--- src/rtl/fetch_buffer_if.sv ---
// Fetch-buffer bus: enqueue channel from fetch and dequeue channel to decode.
// Signal suffixes (_i/_o) are named from the buffer's point of view.
// slave  : the fetch buffer itself.
// master : the surrounding fetch/decode logic (or a testbench).
interface fetch_buffer_if #(
  parameter int PC_W    = 8,
  parameter int INSTR_W = 32
);
  // enqueue side (fetch -> buffer)
  logic               enq_valid_i;
  logic               enq_ready_o;
  logic [PC_W-1:0]    enq_pc_i;
  logic [INSTR_W-1:0] enq_instr_i;
  logic               enq_pred_taken_i;
  logic [PC_W-1:0]    enq_pred_target_i;

  // dequeue side (buffer -> decode)
  logic               deq_valid_o;
  logic               deq_ready_i;
  logic [PC_W-1:0]    deq_pc_o;
  logic [INSTR_W-1:0] deq_instr_o;
  logic               deq_pred_taken_o;
  logic [PC_W-1:0]    deq_pred_target_o;

  modport slave (
    input  enq_valid_i, enq_pc_i, enq_instr_i, enq_pred_taken_i, enq_pred_target_i,
    output enq_ready_o,
    output deq_valid_o, deq_pc_o, deq_instr_o, deq_pred_taken_o, deq_pred_target_o,
    input  deq_ready_i
  );

  modport master (
    output enq_valid_i, enq_pc_i, enq_instr_i, enq_pred_taken_i, enq_pred_target_i,
    input  enq_ready_o,
    input  deq_valid_o, deq_pc_o, deq_instr_o, deq_pred_taken_o, deq_pred_target_o,
    output deq_ready_i
  );
endinterface

--- src/rtl/fetch_buffer.sv ---
// fetch_buffer: circular FIFO between fetch and decode/rename.
// Holds instruction word, PC and prediction metadata; presents entries in
// program order with first-word-fall-through; flush empties it in one cycle.
// Pointers carry an extra wrap bit so full/empty need no separate counter.
// Optional macro FETCH_BUF_BYPASS_EN: when the buffer is empty an incoming
// entry is presented on deq_* in the same cycle and, if taken, never stored.
// DEPTH must equal 2**PTR_W.
module fetch_buffer #(
  parameter int DEPTH   = 8,
  parameter int PTR_W   = 3,
  parameter int PC_W    = 8,
  parameter int INSTR_W = 32
) (
  input  logic             clk,
  input  logic             rst_n,
  input  logic             flush_i,
  fetch_buffer_if.slave    bus,
  output logic [PTR_W:0]   count_o
);

  typedef struct packed {
    logic [PC_W-1:0]    pc;
    logic [INSTR_W-1:0] instr;
    logic               pred_taken;
    logic [PC_W-1:0]    pred_target;
  } entry_t;

  logic [PTR_W:0]   head_q, head_d;
  logic [PTR_W:0]   tail_q, tail_d;
  logic [PTR_W-1:0] head_idx, tail_idx;

  logic   empty, full;
  logic   enq_ready, deq_valid;
  logic   enq_fire, deq_fire;
  logic   bypass_take;
  entry_t enq_entry, head_entry, deq_entry;
  entry_t entry_rd [DEPTH];

  assign head_idx = head_q[PTR_W-1:0];
  assign tail_idx = tail_q[PTR_W-1:0];

  // Occupancy status from the wrap-bit pointer pair.
  always_comb begin
    empty = (head_q == tail_q);
    full  = (head_idx == tail_idx) && (head_q[PTR_W] != tail_q[PTR_W]);
  end

  // Pack the incoming fields into one storage word.
  always_comb begin
    enq_entry.pc          = bus.enq_pc_i;
    enq_entry.instr       = bus.enq_instr_i;
    enq_entry.pred_taken  = bus.enq_pred_taken_i;
    enq_entry.pred_target = bus.enq_pred_target_i;
  end

  assign head_entry = entry_rd[head_idx];

  // Handshake and output selection; flush masks both sides for the cycle.
  always_comb begin
    enq_ready   = !full && !flush_i;
    deq_valid   = !empty && !flush_i;
    deq_entry   = head_entry;
    bypass_take = 1'b0;
`ifdef FETCH_BUF_BYPASS_EN
    // Empty buffer: hand the fetch entry straight to decode.
    if (empty && bus.enq_valid_i && !flush_i) begin
      deq_valid   = 1'b1;
      deq_entry   = enq_entry;
      bypass_take = bus.deq_ready_i;
    end
`endif
    // A bypassed entry that decode accepts is never written.
    enq_fire = bus.enq_valid_i && enq_ready && !bypass_take;
    // Only stored entries move the head pointer.
    deq_fire = !empty && !flush_i && bus.deq_ready_i;
  end

  // Next pointer values; flush returns both pointers to zero.
  always_comb begin
    head_d = head_q;
    tail_d = tail_q;
    if (flush_i) begin
      head_d = '0;
      tail_d = '0;
    end else begin
      if (enq_fire) tail_d = tail_q + 1'b1;
      if (deq_fire) head_d = head_q + 1'b1;
    end
  end

  // Pointer registers.
  always_ff @(posedge clk or negedge rst_n) begin
    if (!rst_n) begin
      head_q <= '0;
      tail_q <= '0;
    end else begin
      head_q <= head_d;
      tail_q <= tail_d;
    end
  end

  // Storage: one register per entry, written only when the tail points at it.
  // Entries are cleared on reset so deq_* read as zero straight out of reset.
  genvar gi;
  generate
    for (gi = 0; gi < DEPTH; gi++) begin : g_entry
      entry_t entry_q, entry_d;
      logic   wr_en;

      assign wr_en = enq_fire && (tail_idx == PTR_W'(gi));

      // Hold unless this slot is the enqueue target.
      always_comb begin
        entry_d = entry_q;
        if (wr_en) entry_d = enq_entry;
      end

      // Entry register.
      always_ff @(posedge clk or negedge rst_n) begin
        if (!rst_n) entry_q <= '0;
        else        entry_q <= entry_d;
      end

      assign entry_rd[gi] = entry_q;
    end
  endgenerate

  // Drive the bus and the occupancy count.
  always_comb begin
    bus.enq_ready_o       = enq_ready;
    bus.deq_valid_o       = deq_valid;
    bus.deq_pc_o          = deq_entry.pc;
    bus.deq_instr_o       = deq_entry.instr;
    bus.deq_pred_taken_o  = deq_entry.pred_taken;
    bus.deq_pred_target_o = deq_entry.pred_target;
    count_o               = tail_q - head_q;
  end

endmodule

--- src/flat_wrapper.sv ---
// flat-port wrapper written by rule: the top's interface ports become plain ports
module fetch_buffer_flat 
#(
  parameter int DEPTH   = 8,
  parameter int PTR_W   = 3,
  parameter int PC_W    = 8,
  parameter int INSTR_W = 32
)
  (clk, rst_n, flush_i, count_o, bus_enq_valid_i, bus_enq_pc_i, bus_enq_instr_i, bus_enq_pred_taken_i, bus_enq_pred_target_i, bus_enq_ready_o, bus_deq_valid_o, bus_deq_pc_o, bus_deq_instr_o, bus_deq_pred_taken_o, bus_deq_pred_target_o, bus_deq_ready_i);
  fetch_buffer_if #(.PC_W(PC_W), .INSTR_W(INSTR_W)) bus_i ();
  input  logic clk;
  input  logic rst_n;
  input  logic flush_i;
  output logic [PTR_W:0] count_o;
  input wire logic [$bits(bus_i.enq_valid_i)-1:0] bus_enq_valid_i;
  input wire logic [$bits(bus_i.enq_pc_i)-1:0] bus_enq_pc_i;
  input wire logic [$bits(bus_i.enq_instr_i)-1:0] bus_enq_instr_i;
  input wire logic [$bits(bus_i.enq_pred_taken_i)-1:0] bus_enq_pred_taken_i;
  input wire logic [$bits(bus_i.enq_pred_target_i)-1:0] bus_enq_pred_target_i;
  output wire logic [$bits(bus_i.enq_ready_o)-1:0] bus_enq_ready_o;
  output wire logic [$bits(bus_i.deq_valid_o)-1:0] bus_deq_valid_o;
  output wire logic [$bits(bus_i.deq_pc_o)-1:0] bus_deq_pc_o;
  output wire logic [$bits(bus_i.deq_instr_o)-1:0] bus_deq_instr_o;
  output wire logic [$bits(bus_i.deq_pred_taken_o)-1:0] bus_deq_pred_taken_o;
  output wire logic [$bits(bus_i.deq_pred_target_o)-1:0] bus_deq_pred_target_o;
  input wire logic [$bits(bus_i.deq_ready_i)-1:0] bus_deq_ready_i;
  assign bus_i.enq_valid_i = bus_enq_valid_i;
  assign bus_i.enq_pc_i = bus_enq_pc_i;
  assign bus_i.enq_instr_i = bus_enq_instr_i;
  assign bus_i.enq_pred_taken_i = bus_enq_pred_taken_i;
  assign bus_i.enq_pred_target_i = bus_enq_pred_target_i;
  assign bus_enq_ready_o = bus_i.enq_ready_o;
  assign bus_deq_valid_o = bus_i.deq_valid_o;
  assign bus_deq_pc_o = bus_i.deq_pc_o;
  assign bus_deq_instr_o = bus_i.deq_instr_o;
  assign bus_deq_pred_taken_o = bus_i.deq_pred_taken_o;
  assign bus_deq_pred_target_o = bus_i.deq_pred_target_o;
  assign bus_i.deq_ready_i = bus_deq_ready_i;
  fetch_buffer #(.DEPTH(DEPTH), .PTR_W(PTR_W), .PC_W(PC_W), .INSTR_W(INSTR_W)) u_core (.clk(clk), .rst_n(rst_n), .flush_i(flush_i), .bus(bus_i), .count_o(count_o));
endmodule
--- config.mk ---
export PLATFORM = sky130hd
export DESIGN_NAME = fetch_buffer_flat
export DESIGN_NICKNAME = d
export VERILOG_FILES = /design/src/rtl/fetch_buffer_if.sv /design/src/rtl/fetch_buffer.sv /design/src/flat_wrapper.sv
export SDC_FILE = /design/constraint.sdc
export NUM_CORES = 1
export LEC_CHECK = 0
export CORE_MARGIN = 3
export CORE_UTILIZATION = 25
export CTS_CLUSTER_SIZE = 40
export DETAILED_ROUTE_END_ITERATION = 12
export GPL_TIMING_DRIVEN = 0
export PLACE_DENSITY = 0.48
export SLEW_MARGIN = 20
export SYNTH_ARGS = -nofsm -noshare
export SYNTH_HDL_FRONTEND = slang
export SYNTH_SLANG_ARGS = --single-unit
--- constraint.sdc ---
create_clock -name clk -period 3.4 [get_ports clk]
set_input_delay 0.51 -clock clk [delete_from_list [all_inputs] [get_ports clk]]
set_output_delay 0.51 -clock clk [all_outputs]
set_load 0.02 [all_outputs]
==> impl_metrics.xml <==
<?xml version="1.0" encoding="UTF-8"?>
<metrics>
  <group name="power_and_ir_drop">
    <metric name="ir_worst_vdd" unit="uV">293</metric>
    <metric name="leakage" unit="nW">9.99</metric>
    <metric name="powerDensity" unit="mW/mm^2">638</metric>
    <metric name="design_power_total" unit="mW">14.1</metric>
  </group>
  <group name="synth">
    <metric name="number_of_synthesized_flops_with_an_enable_pin" unit="">0</metric>
    <metric name="share_of_flip_flops_with_an_asynchronous_set_or_reset" unit="%">100</metric>
    <metric name="synth_simple_gate_area_share" unit="%">3.99</metric>
    <metric name="synth_compound_area_share" unit="%">0.380</metric>
    <metric name="synthCells" unit="">1180</metric>
    <metric name="synthesis.area" unit="sq mm">0.0181</metric>
    <metric name="synth.avg_cell_area" unit="sq um">15.3</metric>
    <metric name="postSynthNetCount" unit="">1245</metric>
    <metric name="synth_xor_area_share" unit="%">0.477</metric>
    <metric name="synth_top_area_share" unit="%">55.3</metric>
    <metric name="postSynthRegisterBits" unit="">400</metric>
    <metric name="synth.area.mux_share" unit="%">36.6</metric>
    <metric name="combinational_family_with_the_most_area_after_synthesis" unit="">multiplexers</metric>
    <metric name="yosysUniqueCellTypes" unit="">32</metric>
    <metric name="yosys.area_share.adder" unit="%">0.802</metric>
    <metric name="synth_sequential_area_ratio" unit="%">55.3</metric>
    <metric name="synth_top_flop_cell" unit="">sky130_fd_sc_hd__dfrtp_1</metric>
    <metric name="post_synth_main_area_contributors" unit="">sky130_fd_sc_hd__dfrtp_1, sky130_fd_sc_hd__mux2_2, sky130_fd_sc_hd__mux4_2</metric>
    <metric name="synthesis_warnings" unit="">0</metric>
    <metric name="synth_top_cell_by_area" unit="">sky130_fd_sc_hd__dfrtp_1</metric>
  </group>
  <group name="cts">
    <metric name="clk_pin_slew" unit="ns">0.06</metric>
    <metric name="post_cts_buffers" unit="">0</metric>
    <metric name="cts_buffers" unit="">44</metric>
    <metric name="tritoncts_num_sinks" unit="">400</metric>
    <metric name="h-tree-depth" unit="">2</metric>
    <metric name="worstSkewPairLatency" unit="ns">0.56</metric>
    <metric name="tritoncts" unit="">done</metric>
    <metric name="cts-root-to-sink-buffers" unit="">3</metric>
    <metric name="buffer_type_at_the_clock_tree_root" unit="">sky130_fd_sc_hd__clkbuf_16</metric>
  </group>
  <group name="global_route">
    <metric name="maximum_number_of_pins_on_one_net_before_global_route_repair" unit="">100</metric>
    <metric name="grt_util_all_layers" unit="%">12.6</metric>
    <metric name="antenna_violations_before_repair" unit="">4</metric>
    <metric name="vias_in_the_first_global_route" unit="">11400</metric>
    <metric name="gr_overflow_total" unit="">0</metric>
    <metric name="first_pass_grt_wire_length" unit="mm">72.2</metric>
  </group>
  <group name="floorplanning">
    <metric name="rows" unit="">98</metric>
    <metric name="core_area" unit="sq mm">0.0716</metric>
    <metric name="die_w" unit="microns">275</metric>
    <metric name="floorplan.die.height" unit="microns">275</metric>
    <metric name="floorplan_die_area" unit="sq mm">0.0756</metric>
    <metric name="initial_core_util" unit="%">25.3</metric>
    <metric name="ioPinCount" unit="">109</metric>
  </group>
  <group name="cells_and_area">
    <metric name="post_route_cells_drive_above_1_share" unit="%">45.8</metric>
    <metric name="areaGrowthSynthToFinish" unit="%">21.8</metric>
    <metric name="finalNetCount" unit="">1402</metric>
    <metric name="postLayoutCoreUtil" unit="%">30.8</metric>
    <metric name="post_route_non_filler_standard_cell_count" unit="">2322</metric>
  </group>
  <group name="timing">
    <metric name="fin_crit_sh" unit="%">97.1</metric>
    <metric name="finalHoldViolations" unit="">0</metric>
    <metric name="worstMarginPinSlew" unit="ns">0.801</metric>
    <metric name="relSlewSlack" unit="%">46.6</metric>
    <metric name="fmax" unit="GHz">0.303</metric>
    <metric name="clock_skew" unit="ns">0.0160</metric>
    <metric name="final.setup.worst_slack" unit="ns">0.100</metric>
    <metric name="tns" unit="ns">0</metric>
    <metric name="setup_viol_count_final" unit="">0</metric>
    <metric name="final.min_clock_period" unit="ns">3.30</metric>
    <metric name="setup_repair_after_global_routing_missed_its_margin" unit="">yes</metric>
    <metric name="timing.final.max_slew_violations" unit="">0</metric>
  </group>
  <group name="placed_design">
    <metric name="gp_congestion" unit="">0.732</metric>
    <metric name="worst_slack_placed" unit="ns">-0.593</metric>
    <metric name="dp_hpwl" unit="mm">31.1</metric>
    <metric name="place_inst" unit="">2241</metric>
    <metric name="port_buffers" unit="">107</metric>
  </group>
  <group name="worst_setup_path">
    <metric name="timing.critical_path.arrival" unit="ns">2.79</metric>
    <metric name="cp_slowest_cell" unit="">sky130_fd_sc_hd__clkdlybuf4s50_1</metric>
    <metric name="slowest_delay" unit="ns">0.58</metric>
    <metric name="critical_path_class" unit="">reg2out</metric>
    <metric name="critical_path.top_delay_family" unit="">buffers and inverters</metric>
    <metric name="critPathCaptureType" unit="">primary output</metric>
    <metric name="cp_common_cell" unit="">sky130_fd_sc_hd__nand2_1</metric>
    <metric name="critical_path_required" unit="ns">2.89</metric>
    <metric name="start_kind" unit="">flip-flop</metric>
    <metric name="worst-path-buf-inv" unit="">3</metric>
    <metric name="critical_path_peak_fanout" unit="">10</metric>
    <metric name="critical_path.cell_chain" unit="">buf_4 -&gt; buf_6 -&gt; mux4_2 -&gt; nand2_1 -&gt; nand2_1 -&gt; clkdlybuf4s50_1</metric>
  </group>
  <group name="drt">
    <metric name="routedWlPerCell" unit="microns">20.3</metric>
    <metric name="drt-initial-drc-count" unit="">522</metric>
    <metric name="vias" unit="">10400</metric>
    <metric name="drt-total-wl" unit="mm">47.2</metric>
    <metric name="route.detailed.drc" unit="">0</metric>
    <metric name="postRouteAntennaNets" unit="">0</metric>
    <metric name="first_pass_detailed_route_iteration_total" unit="">4</metric>
    <metric name="post_drt_via_cell_ratio" unit="">4.47</metric>
  </group>
  <group name="flow_run">
    <metric name="cap_violations" unit="">0</metric>
  </group>
  <group name="min_path">
    <metric name="worstHoldPathType" unit="">in2reg</metric>
  </group>
  <group name="status">
    <metric name="run_status" unit="">finished, final reports clean</metric>
  </group>
</metrics>
-- logic make-up after synthesis --
| logic type | Yosys count |
|---|---|
| XOR/XNOR | 9 |
| AO/OA/AOI/OAI | 10 |
| multiplexers | 491 |
| AND/OR/NAND/NOR | 176 |
| buffers and inverters | 83 |
| adder cells (fa/ha/maj) | 11 |
| flip-flops | 400 |
-- synth_stat cells (2+ instances only) --
cell type	n
sky130_fd_sc_hd__mux2_2	371
sky130_fd_sc_hd__nand2_1	152
sky130_fd_sc_hd__inv_1	7
sky130_fd_sc_hd__xor2_1	2
sky130_fd_sc_hd__nand3_1	2
sky130_fd_sc_hd__mux4_2	98
sky130_fd_sc_hd__nor3_2	3
sky130_fd_sc_hd__clkbuf_1	24
sky130_fd_sc_hd__buf_2	34
sky130_fd_sc_hd__buf_4	11
sky130_fd_sc_hd__buf_6	5
sky130_fd_sc_hd__xnor2_1	6
sky130_fd_sc_hd__ha_1	10
sky130_fd_sc_hd__nor2_1	8
sky130_fd_sc_hd__nand4_1	5
sky130_fd_sc_hd__mux2_1	21
sky130_fd_sc_hd__nand2b_1	2
sky130_fd_sc_hd__a21oi_1	5
sky130_fd_sc_hd__dfrtp_1	400
sky130_fd_sc_hd__nor3b_2	2
-- report_power, final --
group / switching, mW / leakage, nW / internal [mW] / total, mW
Sequential: 0.354 / 5.28 / 5.52 / 5.88
Combinational: 1.61 / 4.00 / 1.89 / 3.51
Clock: 1.96 / 0.704 / 2.73 / 4.68
Total: 3.92 / 9.99 / 10.1 / 14.1
-- registers in the layout, summed over array words and instances, names as in the netlist --
| name | count |
|---|---|
| u_core.tail_q | 4 |
| u_core.entry_rd | 392 |
| u_core.head_q | 4 |
-- path summary, 6_finish.rpt --
check,to,slack (ns),cells after the start,startpoint
max,bus_deq_instr_o[26],0.10,6,u_core.head_q[0]
min,u_core.tail_q[1],0.41,3,bus_enq_valid_i
max reg2reg,u_core.entry_rd[295],0.33,9,u_core.head_q[2]
min reg2reg,u_core.entry_rd[25],0.48,1,u_core.entry_rd[25]
max in group asynchronous,u_core.entry_rd[29],1.58,4,rst_n
min in group asynchronous,u_core.entry_rd[283],0.46,2,rst_n
-- layout by cell type (no fill, tap or decap), types with 5 or more instances in the layout --
master,n
sky130_fd_sc_hd__ha_1,10
sky130_fd_sc_hd__nand4_1,5
sky130_fd_sc_hd__buf_2,26
sky130_fd_sc_hd__mux4_2,98
sky130_fd_sc_hd__clkbuf_2,11
sky130_fd_sc_hd__clkdlybuf4s50_1,97
sky130_fd_sc_hd__clkinv_2,9
sky130_fd_sc_hd__clkbuf_8,10
sky130_fd_sc_hd__buf_4,13
sky130_fd_sc_hd__clkbuf_16,45
sky130_fd_sc_hd__dlymetal6s2s_1,5
sky130_fd_sc_hd__nor2_1,7
sky130_fd_sc_hd__buf_6,16
sky130_fd_sc_hd__nand2_1,152
sky130_fd_sc_hd__mux2_1,21
sky130_fd_sc_hd__dfrtp_1,399
sky130_fd_sc_hd__inv_1,7
sky130_fd_sc_hd__mux2_2,371
sky130_fd_sc_hd__clkbuf_1,17
-- what timing repair did --
item	in CTS	in global routing
endpoints found under the hold margin	48	0
resized for setup	46	22
setup endpoints to repair	445	36
hold buffers	1	0
-- per-layer routing --
| layer | share of wire (%) | global-route usage (%) | vias up | routed length, microns |
|---|---|---|---|---|
| met4 | 1.5 | 2.60 | 4 | 706 |
| li1 | - | - | 4614 | - |
| met5 | 0.057 | 0 | - | 27 |
| met2 | 48 | 20.9 | 137 | 22600 |
| met3 | 3.8 | 2.14 | 47 | 1780 |
| met1 | 47 | 17.3 | 5584 | 22100 |
-- stage by stage --
step / hold WS (ns) / instance area (sq um)
after floorplan: 0.214 / 18100
after global placement: 0.463 / 20400
after detailed placement: 0.460 / 20500
after CTS: 0.376 / 22000
after global routing: 0.434 / 22000
final: 0.410 / 22000
-- worst min-delay path, stage by stage --
cell and delay [ns]:
sky130_fd_sc_hd__clkbuf_1 0.20, sky130_fd_sc_hd__nand3_1 0.15, sky130_fd_sc_hd__a21oi_1 0.06
-- cell type report --
class / instances / area (sq um)
multi-input combinational: 697 / 7680
clock buffer: 64 / 1300
inverter: 8 / 32.5
antenna: 2 / 5.00
clock inverter: 15 / 118
buffer: 74 / 495
sequential: 400 / 10000
tap: 950 / 1190
timing repair buffer: 112 / 1200
fill: 7131 / 49600
No activity file was read; power rests on OpenSTA's default activity.
